===== config.mk =====
export PLATFORM = sky130hd
export DESIGN_NAME = uart_rx
export DESIGN_NICKNAME = d
export VERILOG_FILES = /design/src/rtl/uart_pkg.sv /design/src/rtl/uart_sync.sv /design/src/rtl/uart_rx.sv
export SDC_FILE = /design/constraint.sdc
export NUM_CORES = 1
export LEC_CHECK = 0
export BUFFER_PORTS_ARGS = -buffer_cell sky130_fd_sc_hd__buf_2
export CAP_MARGIN = 25
export CORE_MARGIN = 5
export CORE_UTILIZATION = 40
export CTS_BUF_LIST = sky130_fd_sc_hd__clkbuf_4 sky130_fd_sc_hd__clkbuf_8
export DETAILED_ROUTE_END_ITERATION = 12
export SETUP_SLACK_MARGIN = 0.2
export SYNTH_ARGS = -nofsm -noshare
export SYNTH_HDL_FRONTEND = slang
export SYNTH_HIERARCHICAL = 1
export SYNTH_SLANG_ARGS = --single-unit
export TNS_END_PERCENT = 5

===== constraint.sdc =====
create_clock -name clk -period 2.3 [get_ports clk]
set_clock_uncertainty 0.1 [all_clocks]
set_input_delay 0.46 -clock clk [delete_from_list [all_inputs] [get_ports clk]]
set_output_delay 0.46 -clock clk [all_outputs]
set_load 0.1 [all_outputs]

===== src/rtl/uart_pkg.sv =====
// Shared UART receiver definitions: FSM state encodings,
// oversample default and the mid-bit sample index.
package uart_pkg;

  typedef enum logic [2:0] {
    ST_IDLE,
    ST_START,
    ST_DATA,
    ST_PARITY,
    ST_STOP
  } rx_state_e;

  localparam int OVERSAMPLE_DEF = 16;
  localparam logic [3:0] MID_IDX = 4'd7;

endpackage


===== src/rtl/uart_sync.sv =====
// Multi-flop synchronizer with a configurable reset value
// for the asynchronous serial line.
module uart_sync #(
  parameter int   STAGES  = 2,
  parameter logic RST_VAL = 1'b1
) (
  input  logic clk,
  input  logic reset,
  input  logic d_i,
  output logic q_o
);

  logic [STAGES-1:0] ff_q;

  always_ff @(posedge clk or negedge reset) begin
    if (!reset) ff_q <= {STAGES{RST_VAL}};
    else        ff_q <= STAGES'({ff_q, d_i});
  end

  assign q_o = ff_q[STAGES-1];

endmodule


===== src/rtl/uart_rx.sv =====
// Oversampled 8N1 UART receiver with FIFO overrun detection.
// Define UART_RX_PARITY_EN for an even-parity bit and parity_err.
module uart_rx
  import uart_pkg::*;
#(
  parameter int OVERSAMPLE  = OVERSAMPLE_DEF,
  parameter int SYNC_STAGES = 2
) (
  input  logic       clk,
  input  logic       reset,
  input  logic       rx_bit,
  input  logic       tick16,
  input  logic       fifo_full,
  output logic [7:0] data_out,
  output logic       data_valid,
  output logic       frame_err,
`ifdef UART_RX_PARITY_EN
  output logic       parity_err,
`endif
  output logic       overrun_err
);

  localparam logic [3:0] LAST = 4'(OVERSAMPLE - 1);

  rx_state_e  state_q;
  logic [3:0] cnt_q;
  logic [2:0] bit_q;
  logic [7:0] sh_q;
  logic       armed_q;
  logic [7:0] dout_q;
  logic       valid_q;
  logic       ferr_q;
  logic       ovr_q;
  logic       rxs;
`ifdef UART_RX_PARITY_EN
  logic       par_q;
  logic       perr_q;
`endif

  uart_sync #(
    .STAGES  (SYNC_STAGES),
    .RST_VAL (1'b1)
  ) u_sync (
    .clk   (clk),
    .reset (reset),
    .d_i   (rx_bit),
    .q_o   (rxs)
  );

  always_ff @(posedge clk or negedge reset) begin
    if (!reset) begin
      state_q <= ST_IDLE;
      cnt_q   <= '0;
      bit_q   <= '0;
      sh_q    <= '0;
      armed_q <= 1'b0;
      dout_q  <= '0;
      valid_q <= 1'b0;
      ferr_q  <= 1'b0;
      ovr_q   <= 1'b0;
`ifdef UART_RX_PARITY_EN
      par_q   <= 1'b0;
      perr_q  <= 1'b0;
`endif
    end else begin
      valid_q <= 1'b0;
      ferr_q  <= 1'b0;
      ovr_q   <= 1'b0;
`ifdef UART_RX_PARITY_EN
      perr_q  <= 1'b0;
`endif
      case (state_q)
        ST_IDLE: begin
          if (rxs) begin
            armed_q <= 1'b1;
          end else if (tick16 && armed_q) begin
            state_q <= ST_START;
            cnt_q   <= '0;
          end
        end
        ST_START: if (tick16) begin
          if (cnt_q == MID_IDX) begin
            cnt_q   <= '0;
            bit_q   <= '0;
            state_q <= rxs ? ST_IDLE : ST_DATA;
          end else begin
            cnt_q <= cnt_q + 4'd1;
          end
        end
        ST_DATA: if (tick16) begin
          if (cnt_q == LAST) begin
            cnt_q <= '0;
            sh_q  <= {rxs, sh_q[7:1]};
            bit_q <= bit_q + 3'd1;
            if (bit_q == 3'd7) begin
`ifdef UART_RX_PARITY_EN
              state_q <= ST_PARITY;
`else
              state_q <= ST_STOP;
`endif
            end
          end else begin
            cnt_q <= cnt_q + 4'd1;
          end
        end
`ifdef UART_RX_PARITY_EN
        ST_PARITY: if (tick16) begin
          if (cnt_q == LAST) begin
            cnt_q   <= '0;
            par_q   <= rxs;
            state_q <= ST_STOP;
          end else begin
            cnt_q <= cnt_q + 4'd1;
          end
        end
`endif
        ST_STOP: if (tick16) begin
          if (cnt_q == LAST) begin
            cnt_q   <= '0;
            state_q <= ST_IDLE;
            if (!rxs) begin
              // Disarm so a held break reports only once.
              ferr_q  <= 1'b1;
              armed_q <= 1'b0;
            end else if (fifo_full) begin
              ovr_q <= 1'b1;
            end else begin
              dout_q  <= sh_q;
              valid_q <= 1'b1;
`ifdef UART_RX_PARITY_EN
              perr_q  <= ^{sh_q, par_q};
`endif
            end
          end else begin
            cnt_q <= cnt_q + 4'd1;
          end
        end
        default: state_q <= ST_IDLE;
      endcase
    end
  end

  assign data_out    = dout_q;
  assign data_valid  = valid_q;
  assign frame_err   = ferr_q;
  assign overrun_err = ovr_q;
`ifdef UART_RX_PARITY_EN
  assign parity_err  = perr_q;
`endif

endmodule

==> results of run 1 <==
sequential cells by signal, summed over array words and instances, names as in the netlist:
register,count
armed_q,1
bit_q,3
cnt_q,4
data_out,8
data_valid,1
frame_err,1
overrun_err,1
sh_q,8
state_q,3
u_sync/ff_q,2
cell families (layout without fill, tap and decap cells):
| family | count (synthesis) | count (layout) | synth area share |
|---|---|---|---|
| XOR/XNOR | 3 | 3 | 0.0179 |
| adder cells (fa/ha/maj) | 3 | 3 | 0.0255 |
| buffers and inverters | 9 | 34 | 0.0315 |
| multiplexers | 10 | 10 | 0.0766 |
| flip-flops | 32 | 32 | 0.546 |
| AO/OA/AOI/OAI | 22 | 22 | 0.106 |
| AND/OR/NAND/NOR | 53 | 53 | 0.197 |
power groups by stage:
stage                     Sequential (mW)  Clock [mW]  Combinational [mW]
after global placement              0.707           0               0.412
after detailed placement            0.713           0               0.416
after global routing                0.716       0.467               0.506
final                               0.704       0.422               0.446
after floorplan                     0.660           0               0.380
after CTS                           0.702       0.439               0.441
metal layers:
layer	up-vias	GRT usage	part of all wire
met5	-	0	0
met4	0	0.0313	0.0080
met3	2	0.0554	0.057
met2	21	0.183	0.44
met1	478	0.160	0.49
li1	510	-	-
placed cells by master (no fill, tap or decap), types with 2 or more instances in the layout:
| master | count |
|---|---|
| nand2_1 | 29 |
| xnor2_1 | 2 |
| a311o_1 | 2 |
| clkinv_2 | 2 |
| dfstp_2 | 2 |
| nor2_1 | 5 |
| inv_1 | 3 |
| clkbuf_8 | 5 |
| buf_2 | 15 |
| a21oi_1 | 5 |
| nand2b_1 | 2 |
| a22o_1 | 2 |
| buf_4 | 8 |
| nand3_1 | 2 |
| mux2_2 | 9 |
| or3_1 | 2 |
| ha_1 | 2 |
| nor3_1 | 2 |
| dfrtp_1 | 30 |
| o21ai_0 | 4 |
| o22ai_1 | 2 |
worst register-to-register path, stage by stage (launching register included):
cell	delay [ns]
dfrtp_1	0.39
ha_2	0.18
ha_1	0.17
or4b_4	0.47
o31a_1	0.12
nand4b_1	0.13
mux2_4	0.31
area by class of cell:
type                       instances  area (um2)  area share
inverter                           3        11.3     0.00652
clock buffer                       5        68.8      0.0398
tap                               48        60.1      0.0348
sequential                        32         803       0.465
timing repair buffer              23         135      0.0782
clock inverter                     3        18.8      0.0109
multi-input combinational         91         631       0.365
how the worst min path moves through the flow:
stage,to,start,slack (ns),cells after the start
6_report,cnt_q[3],reset,0.12,1
5_1_grt,u_sync/ff_q[0],rx_bit,0.16,1
4_1_cts,data_valid,reset,0.15,1
3_5_place_dp,u_sync/ff_q[1],u_sync/ff_q[0],0.25,0
3_3_place_gp,u_sync/ff_q[1],u_sync/ff_q[0],0.25,0
2_1_floorplan,armed_q,reset,0.06,0
metrics by stage:
stage	util	total power [mW]	cell area (um2)	setup WS, ns
after global placement	0.449	1.12	1620	0.174
after CTS	0.478	1.58	1720	0.208
final	0.479	1.57	1730	0.336
after global routing	0.479	1.69	1730	0.199
after floorplan	-	1.04	1470	0.214
after detailed placement	0.449	1.13	1620	0.153
timing repair:
action / in CTS / in global routing
gates cloned: 0 / 0
setup buffers: 2 / 0
resized for setup: 1 / 1
pin swaps: 0 / 1
endpoints found under the setup margin: 1 / 2
==> results.toml, run 1 <==
[floorplan]
rows = 22
io-pin-count = 16
die-area_um2 = 4990
core_um2 = 3610
start_util = 0.408
die_h_um = 70.6
die_w_um = 70.6

[synthesis]
synth_top_area_frac = 0.511
synth-async-reset-ratio = 1.00
synth-seq-cells = 32
syn_inst = 132
synth_commonest_cells = "dfrtp_1 (30), nand2_1 (29), mux2_2 (10)"
synthTopCellsByArea = "dfrtp_1 (51%), mux2_2 (7.7%), nand2_1 (7.4%)"
synth.distinct_cells = 40
syn_area_um2 = 1470
synth.most_common_cell = "dfrtp_1"
avgSynthCellArea_um2 = 11.1
yosys.area.top_type = "dfrtp_1"
synth_warnings = 6
synthFlopType = "dfrtp_1"
synth_edf_count = 0
synth_nets = 140
synth_seq_area_share = 0.546

[power]
p_int_mw = 1.04
switching_share = 0.337
leakage_nw = 0.881
cellPowerDensity_nw_per_um2 = 910
power_switching_mw = 0.529
comb_power_share = 0.284
p_seq_frac = 0.448
ir_worst_vdd_uv = 394
clock_power_share = 0.268

[layout]
n_fill_cell = 348
drive_above_1_share = 0.325
area_growth_pct = 17.5
antenna_cells = 0
fin_nets = 164
stdcell_count = 205

[setup_path]
worstPathMaxFanout = 2
path_delay_family = "simple AND/OR/NAND/NOR gates"
r2r-start = "bit_q[1]"
cp-endpoint = "state_q[1]"
path_class = "reg2reg"
arrival_ns = 2.03
ff2ff_path_depth = 6
cp-startpoint = "bit_q[1]"
cp.required_ns = 2.37
slowest_stage = "or4b_4"
crit_path_start_kind = "flop"
max_stage_delay_ns = 0.47
r2r_slack_ns = 0.34
r2r-end = "state_q[1]"
endpoint_kind = "flop"
critical_path_buf_inv_count = 0
cp_num_cells = 6
crit_chain = "ha_2 -> ha_1 -> or4b_4 -> o31a_1 -> nand4b_1 -> mux2_4"

[clock_tree]
clkSlewWorstSetupHoldPaths_ns = 0.07
worst_skew_pair.late_latency_ns = 0.28
ctsLongestPathBuffers = 2
tritoncts = "built"
cts_made_buffers = 5
clkSinkCount = 32
hold_buffers = 0
cts_root_buf = "clkbuf_8"
htreeDepth = 2

[global_route]
grt_pass1_vias = 992
grt_max_degree = 33
antenna_found_initial = 0
grt_first_pass_wirelength_mm = 4.77
track_usage = 0.122
grt-ovfl-total = 0

[route]
avgRoutedWirePerCell_um = 12.7
drc = 0
vias = 1011
drt-total-wl_mm = 2.61
ant_nets = 0
dr.pass1.iters = 4
drt_iter0_markers = 36
avgViaCountPerCell = 4.93

[sta]
hold_viol_final = 0
relSlewSlack = 0.530
tightestPinTransition_ns = 0.704
period_needed_ns = 1.96
hold_ws_ns = 0.121
rsz0062_at_grt = "yes"
finalSetupTns_ns = 0
fin_crit_sh = 0.854
drv_slew = 0
setup_violations = 0
max_clock_freq_ghz = 0.509

[run_status]
status = "finished clean"

[job]
drv_cap = 0

[placement]
io_buffers = 15
finalWeightedCongestion = 0.800
placedCellCount = 195
dpl.hpwl_mm = 1.87

[worst_hold_path]
min_path_type = "in2async"
(Power assumes the default switching activity.)
==> run 2, diff against run 1 <==
--- a/config.mk
+++ b/config.mk
@@ -7,10 +7,13 @@
 export LEC_CHECK = 0
 export BUFFER_PORTS_ARGS = -buffer_cell sky130_fd_sc_hd__buf_2
 export CAP_MARGIN = 25
+export CELL_PAD_IN_SITES_DETAIL_PLACEMENT = 1
+export CELL_PAD_IN_SITES_GLOBAL_PLACEMENT = 2
 export CORE_MARGIN = 5
-export CORE_UTILIZATION = 40
+export CORE_UTILIZATION = 36
 export CTS_BUF_LIST = sky130_fd_sc_hd__clkbuf_4 sky130_fd_sc_hd__clkbuf_8
 export DETAILED_ROUTE_END_ITERATION = 12
+export PLACE_DENSITY_LB_ADDON = 0.1
 export SETUP_SLACK_MARGIN = 0.2
 export SYNTH_ARGS = -nofsm -noshare
 export SYNTH_HDL_FRONTEND = slang
==> run 2 against run 1 <==
Effect of this change:
- cell count grew 1.5%
- sequential power shrank 3.0%
- sequential share of layout area fell by 0.96 points
- final area increased by 2.1%
- clock power rose by 26%
==> results.toml, run 2 (synthesized netlist as in run 1, its figures left out) <==
[clock_tree]
ctsLongestPathBuffers = 2
tritoncts = "built"
cts_root_buf = "clkbuf_8"
clkSinkCount = 32
htreeDepth = 2
cts_made_buffers = 5
worst_skew_pair.late_latency_ns = 0.28
clkSlewWorstSetupHoldPaths_ns = 0.06
hold_buffers = 0

[sta]
tightestPinTransition_ns = 0.721
max_clock_freq_ghz = 0.507
rsz0062_at_grt = "no"
drv_slew = 0
setup_violations = 0
fin_crit_sh = 0.858
hold_viol_final = 0
relSlewSlack = 0.519
finalSetupTns_ns = 0
period_needed_ns = 1.97
hold_ws_ns = 0.132

[power]
clock_power_share = 0.313
finalPower_mw = 1.70
leakage_nw = 0.894
switching_share = 0.306
power_switching_mw = 0.521
p_seq_frac = 0.401
p_int_mw = 1.18
comb_power_share = 0.286
ir_worst_vdd_uv = 379
cellPowerDensity_nw_per_um2 = 966

[setup_path]
cp.required_ns = 2.37
path_class = "reg2reg"
arrival_ns = 2.04
r2r-end = "state_q[1]"
ff2ff_path_depth = 6
worstPathMaxFanout = 2
crit_path_start_kind = "flop"
r2r-start = "bit_q[1]"
endpoint_kind = "flop"
r2r_slack_ns = 0.33

[placement]
io_buffers = 15
dpl.hpwl_mm = 2.05
finalWeightedCongestion = 0.791

[layout]
antenna_cells = 0
fin_nets = 165
layout_commonest_cell = "dfrtp_1"
drive_above_1_share = 0.335
layout_common_cells = "dfrtp_1 (30), nand2_1 (29), buf_2 (15)"
area_growth_pct = 20.0

[route]
ant_nets = 0
vias = 1062
avgRoutedWirePerCell_um = 14.2
drt-total-wl_mm = 2.96
drt_iter0_markers = 36
avgViaCountPerCell = 5.11
dr.pass1.iters = 2
drc = 0

[floorplan]
rows = 23
die_h_um = 73.9
core_um2 = 3970
io-pin-count = 16
die-area_um2 = 5460
start_util = 0.370
die_w_um = 73.9

[worst_hold_path]
min_path_type = "in2async"

[global_route]
antenna_found_initial = 0
grt-ovfl-total = 0
grt_first_pass_wirelength_mm = 5.13
grt_max_degree = 33
track_usage = 0.125
grt_pass1_vias = 1074

[run_status]
status = "finished clean"

[job]
drv_cap = 0
## run 2: changes by cell type in the layout (fill, tap and decap cells not counted)
cell	delta
bufinv_16	+1
buf_4	+1
clkbuf_4	+1
clkinv_4	-1
clkinv_2	-1
ha_1	-1
ha_2	+1
## run 2: what timing repair did
item / CTS / global route
cloned: 0 / 0
setup buffers: 3 / 0
gates resized for setup: 2 / 1
setup endpoints to repair: 1 / 8
pin swaps: 1 / 0
## run 2: power groups by stage
stage / Combinational [mW] / Clock, mW / Sequential (mW)
5_1_grt: 0.550 / 0.579 / 0.694
2_1_floorplan: 0.380 / 0 / 0.660
3_5_place_dp: 0.459 / 0 / 0.692
3_3_place_gp: 0.452 / 0 / 0.692
4_1_cts: 0.488 / 0.553 / 0.683
6_report: 0.487 / 0.533 / 0.683
## run 2: cell type report
class / instances / area [um2]
Inverter: 3 / 11.3
Clock inverter: 2 / 35.0
Multi-Input combinational cell: 91 / 633
Timing Repair Buffer: 24 / 143
Tap cell: 50 / 62.6
Sequential cell: 32 / 803
Clock buffer: 6 / 76.3
Fill cell: 447 / 2210
## run 2: critical path: stages, from the launching register on
cell and delay (ns):
dfrtp_1 0.39, ha_2 0.18, ha_1 0.17, or4b_4 0.47, o31a_1 0.11, nand4b_1 0.13, mux2_4 0.31
## run 2: how the worst max path moves through the flow
stage | end | from | depth (start not counted)
finish | state_q[1] | bit_q[1] | 6
global route | data_out[3] | cnt_q[0] | 5
CTS | data_out[3] | cnt_q[0] | 5
detailed placement | state_q[1] | bit_q[0] | 6
global placement | state_q[1] | bit_q[0] | 6
floorplan | state_q[1] | bit_q[0] | 6
## run 2: stage by stage
step	std cells	util	cell area [um2]	setup WS (ns)
4_1_cts	208	0.444	1760	0.312
3_3_place_gp	197	0.408	1620	0.173
6_report	208	0.444	1760	0.327
2_1_floorplan	132	-	1470	0.214
5_1_grt	208	0.444	1760	0.250
3_5_place_dp	197	0.408	1620	0.139
## run 2: per-layer routing
| metal | GRT usage | share of wire |
|---|---|---|
| met5 | 0 | 0 |
| met4 | 0.0543 | 0.016 |
| met3 | 0.0424 | 0.039 |
| met2 | 0.187 | 0.45 |
| met1 | 0.165 | 0.49 |
==> run 3, diff against run 2 <==
--- a/config.mk
+++ b/config.mk
@@ -14,6 +14,7 @@
 export CTS_BUF_LIST = sky130_fd_sc_hd__clkbuf_4 sky130_fd_sc_hd__clkbuf_8
 export DETAILED_ROUTE_END_ITERATION = 12
 export PLACE_DENSITY_LB_ADDON = 0.1
+export RECOVER_POWER = 25
 export SETUP_SLACK_MARGIN = 0.2
 export SYNTH_ARGS = -nofsm -noshare
 export SYNTH_HDL_FRONTEND = slang
==> run 3 against run 2 <==
Effect of this change:
- the run now ends with max-capacitance violations, max-slew violations left
- sequential share of layout area about the same
- hold slack gained 0.042 ns
- sequential power barely moved
- fmax is the same
- utilization barely moved
- global-route usage did not move
- die area unchanged
- routed wire length is essentially flat
==> results.toml, run 3 (synthesized netlist as in run 1, its figures left out) <==
[worst_hold_path]
min_path_type = "in2reg"
whs_path_depth = 1
hold_path_end = "u_sync/ff_q[0]"
hold_start = "rx_bit"

[clock_tree]
clkSinkCount = 32
ctsLongestPathBuffers = 2
tritoncts = "built"
clkSlewWorstSetupHoldPaths_ns = 0.06
cts_root_buf = "clkbuf_8"
cts_made_buffers = 5
worst_skew_pair.late_latency_ns = 0.28
hold_buffers = 0
htreeDepth = 2

[setup_path]
arrival_ns = 2.04
crit_path_start_kind = "flop"
endpoint_kind = "flop"
worstPathMaxFanout = 2
path_class = "reg2reg"
slowest_stage = "or4b_4"
crit_chain = "ha_2 -> ha_1 -> or4b_4 -> o31a_1 -> nand4b_1 -> mux2_4"
cp.required_ns = 2.37
r2r-end = "state_q[1]"
r2r-start = "bit_q[1]"
ff2ff_path_depth = 6
r2r_slack_ns = 0.33
max_stage_delay_ns = 0.47

[power]
ir_worst_vdd_uv = 379
leakage_nw = 0.891
cellPowerDensity_nw_per_um2 = 966

[floorplan]
rows = 23
core_um2 = 3970
die_h_um = 73.9
die-area_um2 = 5460
io-pin-count = 16
start_util = 0.370
die_w_um = 73.9

[layout]
area_growth_pct = 19.9
drive_above_1_share = 0.329
fin_nets = 165
layout_common_cells = "dfrtp_1 (30), nand2_1 (29), buf_2 (14)"
fin_util = 0.444
antenna_cells = 0
stdcell_count = 208
fin_area_um2 = 1760
layout_commonest_cell = "dfrtp_1"

[placement]
place_ws_ns = 0.139
io_buffers = 15
dpl.hpwl_mm = 2.05
placedCellCount = 197
placed_area_um2 = 1620
finalWeightedCongestion = 0.791

[sta]
setup_violations = 0
tightestPinTransition_ns = 1.73
rsz0062_at_grt = "no"
finalSetupTns_ns = 0
fin_crit_sh = 0.858
period_needed_ns = 1.97
finalWorstSetupSlack_ns = 0.327
relSlewSlack = -0.154
max_clock_freq_ghz = 0.507
drv_slew = 33
hold_viol_final = 0

[global_route]
grt-ovfl-total = 0
grt_max_degree = 33
grt_first_pass_wirelength_mm = 5.13
antenna_found_initial = 0
track_usage = 0.125
grt_pass1_vias = 1074

[run_status]
violations = "max-capacitance violations, max-slew violations"
status = "finished with violations"

[route]
drc = 0
drt_iter0_markers = 35
drt-total-wl_mm = 2.95
dr.pass1.iters = 2
vias = 1061
avgViaCountPerCell = 5.10
avgRoutedWirePerCell_um = 14.2
ant_nets = 0

[job]
drv_cap = 1
-- run 3: final cells by class --
class,instances,area (um2)
Timing Repair Buffer,24,141
Tap cell,50,62.6
Multi-Input combinational cell,91,633
Clock inverter,2,35.0
Clock buffer,6,76.3
Inverter,3,11.3
Fill cell,446,2210
Sequential cell,32,803
-- run 3: per-layer routing --
layer  part of all wire  global-route usage  vias up
met3              0.038              0.0424        4
li1                   -                   -      511
met4              0.016              0.0543        0
met5                  0                   0        -
met1               0.49               0.165      531
met2               0.45               0.187       15
-- run 3: critical path: cells and delay by family, from the launching register on --
kind | cells | cell delay, ns
AND/OR/NAND/NOR | 2 | 0.60
AO/OA/AOI/OAI | 1 | 0.11
flip-flops | 1 | 0.39
multiplexers | 1 | 0.31
adder cells (fa/ha/maj) | 2 | 0.35
-- run 3: worst max path at each step --
stage | from | endpoint | slack (ns)
2_1_floorplan | bit_q[0] | state_q[1] | 0.21
3_3_place_gp | bit_q[0] | state_q[1] | 0.17
3_5_place_dp | bit_q[0] | state_q[1] | 0.14
4_1_cts | cnt_q[0] | data_out[3] | 0.31
5_1_grt | reset | bit_q[0] | 0.17
6_report | bit_q[1] | state_q[1] | 0.33
-- run 3: repair_timing --
item	CTS	global route
resized for setup	2	1
setup endpoints to repair	1	8
setup buffers	3	0
pin swaps	1	0
-- run 3: report_power, final --
part | leakage, nW | internal [mW] | switching [mW]
logic | 0.403 | 0.237 | 0.250
clock network | 0.0586 | 0.333 | 0.200
registers | 0.430 | 0.613 | 0.0700
-- run 3: metrics by stage --
stage,hold slack (ns),power (mW)
final,0.175,1.70
after global routing,0.165,1.82
after CTS,0.153,1.72
after detailed placement,0.247,1.15
after global placement,0.246,1.14
after floorplan,0.0644,1.04
